[src/rtl/cpu_types_pkg.sv]
// cpu_types_pkg
// Basic CPU-wide types and constants shared by every pipeline stage.
//   word_t          : 32-bit machine word
//   PC_INIT_DEFAULT : PC value loaded on reset unless overridden
//   NOP_INSTR       : encoding used for squashed or bubble instructions
package cpu_types_pkg;

    typedef logic [31:0] word_t;

    localparam word_t PC_INIT_DEFAULT = 32'h0000_0000;
    localparam word_t NOP_INSTR       = 32'h0000_0000;

endpackage : cpu_types_pkg

[src/rtl/pipeline_reg_pkg.sv]
// pipeline_reg_pkg
// Payload types of the pipeline registers plus the fetch-stage FSM states.
//   ifid_p        : IF/ID payload (fetched instruction and its pc+4)
//   fetch_state_t : FETCH (requesting), HOLD (skid full, waiting on decode),
//                   HALTED (terminal until reset)
package pipeline_reg_pkg;

    import cpu_types_pkg::*;

    typedef struct packed {
        word_t instr;
        word_t pc_plus4;
    } ifid_p;

    typedef enum logic [1:0] {
        FETCH  = 2'd0,
        HOLD   = 2'd1,
        HALTED = 2'd2
    } fetch_state_t;

endpackage : pipeline_reg_pkg

[src/rtl/fetch_skid_buf.sv]
// fetch_skid_buf
// One-entry holding register for an IF/ID payload that arrived while decode
// was stalled.
// Ports:
//   CLK, nRST : clock, asynchronous active-low reset
//   load      : capture load_data, mark full
//   load_data : payload to capture
//   drain     : entry consumed downstream, mark empty
//   clear     : drop the entry (highest priority)
//   data      : stored payload
//   full      : entry holds a payload
module fetch_skid_buf
    import pipeline_reg_pkg::*;
(
    input  logic  CLK,
    input  logic  nRST,
    input  logic  load,
    input  ifid_p load_data,
    input  logic  drain,
    input  logic  clear,
    output ifid_p data,
    output logic  full
);

    // NOTE: sequential state is written with non-blocking assignments so every
    // register samples the pre-edge values regardless of statement order.
    always_ff @(posedge CLK or negedge nRST) begin
        if (!nRST) begin
            // NOTE: this is a single register rather than a memory array, so it
            // is cheap to reset and the stored payload is never undefined.
            data <= '0;
            full <= 1'b0;
        end else if (clear) begin
            data <= '0;
            full <= 1'b0;
        end else if (load) begin
            data <= load_data;
            full <= 1'b1;
        end else if (drain) begin
            full <= 1'b0;
        end
    end

endmodule : fetch_skid_buf

[src/rtl/fetch_stage.sv]
// fetch_stage
// Instruction-fetch stage: owns the PC, issues instruction-memory reads, and
// is the sole producer of the IF/ID register. A decode-side stall that hits
// while a fetch completes parks the instruction in a one-entry skid buffer.
// Priority each cycle: halt > flush > stall > normal.
// Optional build macro FETCH_PERF_CNT_EN adds fetch_cnt / imiss_cnt counters.
// Ports:
//   CLK, nRST   : clock, asynchronous active-low reset
//   ihit        : imemload is valid this cycle
//   imemload    : instruction word from memory
//   imemREN     : read request (FETCH state only)
//   imemaddr    : fetch address (always the PC)
//   stall       : IF/ID must hold its contents
//   flush       : redirect taken, squash fetch path
//   redirect_pc : new PC when flush is set (word aligned internally)
//   halt        : stop fetching until reset
//   ifid_out    : registered IF/ID payload
//   ifid_valid  : ifid_out holds a real instruction
//   fetch_cnt   : instructions delivered (FETCH_PERF_CNT_EN only)
//   imiss_cnt   : FETCH cycles without ihit (FETCH_PERF_CNT_EN only)
module fetch_stage
    import cpu_types_pkg::*;
    import pipeline_reg_pkg::*;
#(
    parameter word_t PC_INIT = PC_INIT_DEFAULT
) (
    input  logic        CLK,
    input  logic        nRST,
    input  logic        ihit,
    input  word_t       imemload,
    output logic        imemREN,
    output word_t       imemaddr,
    input  logic        stall,
    input  logic        flush,
    input  word_t       redirect_pc,
    input  logic        halt,
    output ifid_p       ifid_out,
    output logic        ifid_valid
`ifdef FETCH_PERF_CNT_EN
    ,
    output logic [31:0] fetch_cnt,
    output logic [31:0] imiss_cnt
`endif
);

    fetch_state_t state;
    word_t        pc;
    word_t        pc_next_seq;
    ifid_p        fetched;
    ifid_p        skid_data;
    logic         skid_full;
    logic         skid_load;
    logic         skid_drain;
    logic         skid_clear;
    logic         active;
    logic         deliver;

    assign imemREN     = (state == FETCH);
    assign imemaddr    = pc;
    // 32-bit add wraps FFFF_FFFC -> 0000_0000 by construction.
    assign pc_next_seq = pc + 32'd4;
    assign fetched     = '{instr: imemload, pc_plus4: pc_next_seq};

    // NOTE: every signal driven here gets a default first so no path through
    // the block leaves it unassigned, which would otherwise infer a latch.
    always_comb begin
        active     = 1'b0;
        skid_clear = 1'b0;
        skid_load  = 1'b0;
        skid_drain = 1'b0;
        deliver    = 1'b0;
        if (halt) begin
            skid_clear = 1'b1;
        end else if (state != HALTED) begin
            if (flush) begin
                skid_clear = 1'b1;
            end else begin
                active = 1'b1;
            end
        end
        skid_load  = active && (state == FETCH) && ihit && stall;
        skid_drain = active && (state == HOLD) && !stall;
        deliver    = active && !stall && ((state == HOLD) || ((state == FETCH) && ihit));
    end

    fetch_skid_buf u_skid (
        .CLK       (CLK),
        .nRST      (nRST),
        .load      (skid_load),
        .load_data (fetched),
        .drain     (skid_drain),
        .clear     (skid_clear),
        .data      (skid_data),
        .full      (skid_full)
    );

    always_ff @(posedge CLK or negedge nRST) begin
        if (!nRST) begin
            state      <= FETCH;
            pc         <= PC_INIT;
            ifid_out   <= '0;
            ifid_valid <= 1'b0;
        end else if (halt) begin
            state      <= HALTED;
            ifid_out   <= '0;
            ifid_valid <= 1'b0;
        end else if (state == HALTED) begin
            // Terminal: redirects and stalls are ignored until reset.
            state <= HALTED;
        end else if (flush) begin
            // Any ihit arriving this cycle belongs to the squashed path.
            state      <= FETCH;
            pc         <= {redirect_pc[31:2], 2'b00};
            ifid_out   <= '0;
            ifid_valid <= 1'b0;
        end else begin
            unique case (state)
                FETCH: begin
                    if (ihit && !stall) begin
                        ifid_out   <= fetched;
                        ifid_valid <= 1'b1;
                        pc         <= pc_next_seq;
                    end else if (ihit) begin
                        // Decode is stalled: park the word, advance the PC.
                        pc    <= pc_next_seq;
                        state <= HOLD;
                    end else if (!stall) begin
                        ifid_out   <= '0;
                        ifid_valid <= 1'b0;
                    end
                end
                HOLD: begin
                    // skid_full is always set here; the check keeps the
                    // drain tied to an occupied entry.
                    if (!stall && skid_full) begin
                        ifid_out   <= skid_data;
                        ifid_valid <= 1'b1;
                        state      <= FETCH;
                    end
                end
                default: state <= HALTED;
            endcase
        end
    end

`ifdef FETCH_PERF_CNT_EN
    logic imiss;

    // HALTED is never FETCH and never delivers, so both counters freeze there.
    assign imiss = (state == FETCH) && !ihit;

    always_ff @(posedge CLK or negedge nRST) begin
        if (!nRST) begin
            fetch_cnt <= '0;
            imiss_cnt <= '0;
        end else begin
            if (deliver && (fetch_cnt != 32'hFFFF_FFFF)) begin
                fetch_cnt <= fetch_cnt + 32'd1;
            end
            if (imiss && (imiss_cnt != 32'hFFFF_FFFF)) begin
                imiss_cnt <= imiss_cnt + 32'd1;
            end
        end
    end
`else
    // Counters not built; deliver only feeds them, so mark it consumed.
    logic unused_deliver;
    assign unused_deliver = deliver;
`endif

endmodule : fetch_stage
[config.mk]
export PLATFORM = sky130hd
export DESIGN_NAME = fetch_stage
export DESIGN_NICKNAME = d
export VERILOG_FILES = /design/src/rtl/cpu_types_pkg.sv /design/src/rtl/pipeline_reg_pkg.sv /design/src/rtl/fetch_skid_buf.sv /design/src/rtl/fetch_stage.sv
export SDC_FILE = /design/constraint.sdc
export NUM_CORES = 1
export LEC_CHECK = 0
export ABC_AREA = 1
export BUFFER_PORTS_ARGS = -buffer_cell sky130_fd_sc_hd__buf_2
export CAP_MARGIN = 30
export CORE_MARGIN = 2
export CORE_UTILIZATION = 55
export CTS_CLUSTER_SIZE = 24
export DETAILED_ROUTE_END_ITERATION = 8
export PLACE_DENSITY_LB_ADDON = 0.12
export SETUP_SLACK_MARGIN = 0.4
export SLEW_MARGIN = 15
export SYNTH_ARGS = -nofsm -noshare
export SYNTH_HDL_FRONTEND = slang
export SYNTH_SLANG_ARGS = --single-unit
[constraint.sdc]
create_clock -name CLK -period 3.7 [get_ports CLK]
set_input_delay 0.37 -clock CLK [delete_from_list [all_inputs] [get_ports CLK]]
set_output_delay 0.37 -clock CLK [all_outputs]
set_load 0.01 [all_outputs]
==> qor.yml <==
crit-reg2reg-launch: "imemaddr[2]$_DFFE_PN0P_"
clkSlewWorstSetupHoldPaths_ns: 0.06
grt_antenna_before_repair: 0
power_density_nw_per_um2: 432
hold_class: "primary input to flop"
crit_path_start_kind: "flop"
grt_overflow_total: 0
grt_pass1_vias: 6276
timing.final.crit_share_pct: 62.4
cts_root_buffer: "clkbuf_16"
outcome: "finished clean"
hold_viol_final: 0
async_flop_share_pct: 100
period_minus_slack_ns: 2.31
final_common_cell: "nand2_1"
grt_usage_pct: 27.8
slew_headroom_pct: 49.4
hold_end: "u_skid.data[38]$_DFFE_PN0P_"
postCtsSetupRepairBufs: 0
clk_path_buf_depth: 2
min_delay_path_depth: 3
rsz0062_at_grt: "no"
initial_core_util_pct: 55.6
irDropWorstVdd_mv: 0.372
fin_worst_skew_ns: 0.00609
syn_avg_cell_area_sq_um: 7.92
yosys_most_used_dff: "dfrtp_1"
rr_endpoint: "imemaddr[24]$_DFFE_PN0P_"
cts_made_buffers: 17
r2r_cells: 10
reg2reg_setup_slack_ns: 1.39
portBuffers: 163
clk_latency_ns: 0.42
worstPathMaxFanout: 7
area_delta_synth_final_pct: 20.3
cts_tree: "done"
first_iter_violations: 507
synthesis.area_sq_um: 7630
die_w_um: 122
worstPathRequired_ns: 4.01
cap_violations: 0
coreArea_sq_um: 13700
drc: 0
synth-edff-count: 0
place.gp.congestion: 0.951
antenna_cells: 0
rows: 43
worst_slew_pin_slew_ns: 0.758
viasPerCell: 5.30
setup_viol: 0
finalMaxSlewViolations: 0
final.setup.tns_ns: 0
finalWirelength_um: 19700
cp.arrival_ns: 2.62
synth-seq-cells: 160
p_total_w: 0.00397
htree_levels: 4
synth_cell_type_count: 33
pin_count: 168
yosys_warnings: 0
netlist_instances: 964
avgRoutedWirePerCell_um: 15.1
final_cell_mix: "nand2_1, buf_2, dfrtp_1"
antenna_left: 0
hold_start: "imemload[6]"
fillerInstances: 1258
dieArea_sq_um: 14800
vias: 6906
nets: 1180
cp-end-kind: "flop"
die-height_um: 122
drtPass1Iterations: 5
hpwl_um: 13000
fmax_mhz: 433
cts.sinks: 160
worstSetupPathType: "flop to flop"
leakagePower_nw: 4.90
grt_max_degree: 70
drive_above_1_share_pct: 20.1
grt_pass1_wl_um: 32300
synth_seq_area_share_pct: 52.5
[layout make-up]
cell class	count	area [sq um]	area share [%]
Clock inverter	12	134	1.46
Inverter	65	244	2.66
Clock buffer	20	457	4.97
Sequential cell	160	4000	43.6
Multi-Input combinational cell	690	3160	34.4
Timing Repair Buffer	175	960	10.4
Tap cell	180	225	2.45
[critical path, cell delays in order (launching register included)]
cell and delay (ns):
dfrtp_1 0.53, ha_1 0.22, nand2_1 0.12, nor2_2 0.19, nand2_2 0.17, nor2_1 0.22
nand2_1 0.09, xor2_1 0.45, nand2_1 0.10, nand2_1 0.08, nand2_1 0.04
[metrics by stage]
stage                     hold slack [ns]  utilization, %  instances  instance area, sq um  setup WS (ns)
after CTS                           0.159            66.9       1302                  9180           1.42
final                               0.172            66.9       1302                  9180           1.39
after global placement              0.414            62.2       1267                  8540           1.24
after global routing                0.167            66.9       1302                  9180           1.24
after floorplan                    0.0744               -        965                  7630           1.97
after detailed placement            0.418            62.6       1269                  8580           1.43
[kinds of logic after synthesis]
group,share of synthesized area [%]
AOI/OAI and AO/OA,9.13
buffers and inverters,6.16
and+or+nand+nor,30.5
DFF,52.5
other,0.0491
adders and majority gates,0.164
xor gates and xnor gates,1.49
[routing by layer]
layer | track usage [%] | vias up | share of wire [%]
met5 | 0 | - | 0
met4 | 10.1 | 0 | 2.2
met3 | 5.06 | 21 | 5.7
met2 | 41.4 | 233 | 45
met1 | 41.0 | 3255 | 47
li1 | - | 3397 | -
[state kept, by name (all words and copies together) (netlist names)]
signal / cells
imemaddr: 30
u_skid.full: 1
ifid_out: 63
u_skid.data: 63
state: 2
ifid_valid: 1
[cells in the mapped netlist (6+ instances only)]
| library cell | count | share of area, % |
|---|---|---|
| o21ai_0 | 54 | 3.5 |
| nor2_1 | 64 | 3.1 |
| buf_2 | 13 | 0.85 |
| a21oi_1 | 19 | 1.2 |
| clkbuf_1 | 26 | 1.3 |
| xor2_1 | 12 | 1.4 |
| nand3_1 | 112 | 7.3 |
| o211ai_1 | 27 | 2.7 |
| buf_1 | 6 | 0.30 |
| dfrtp_1 | 160 | 52 |
| nand2_1 | 354 | 17 |
| inv_1 | 60 | 3.0 |
| nor2_2 | 6 | 0.49 |
[repair_timing]
item	4_1_cts	5_1_grt
gates resized for setup	0	0
endpoints found under the setup margin	0	0
hold endpoints to repair	67	0
hold buffers	1	0
[how the worst max path moves through the flow]
stage | startpoint | endpoint | slack (ns)
after floorplan | imemaddr[2]$_DFFE_PN0P_ | imemaddr[24]$_DFFE_PN0P_ | 1.97
after global placement | flush | ifid_out[26]$_DFFE_PN0P_ | 1.24
after detailed placement | imemaddr[2]$_DFFE_PN0P_ | imemaddr[24]$_DFFE_PN0P_ | 1.43
after CTS | imemaddr[2]$_DFFE_PN0P_ | imemaddr[24]$_DFFE_PN0P_ | 1.42
after global routing | imemaddr[2]$_DFFE_PN0P_ | imemaddr[24]$_DFFE_PN0P_ | 1.24
final | imemaddr[2]$_DFFE_PN0P_ | imemaddr[24]$_DFFE_PN0P_ | 1.39
[power by group]
part | total [W] | switching (W) | internal [W]
registers | 0.00185 | 0.0000622 | 0.00179
logic | 0.000376 | 0.000253 | 0.000123
clock network | 0.00174 | 0.000710 | 0.00103
(Power assumes the default switching activity.)
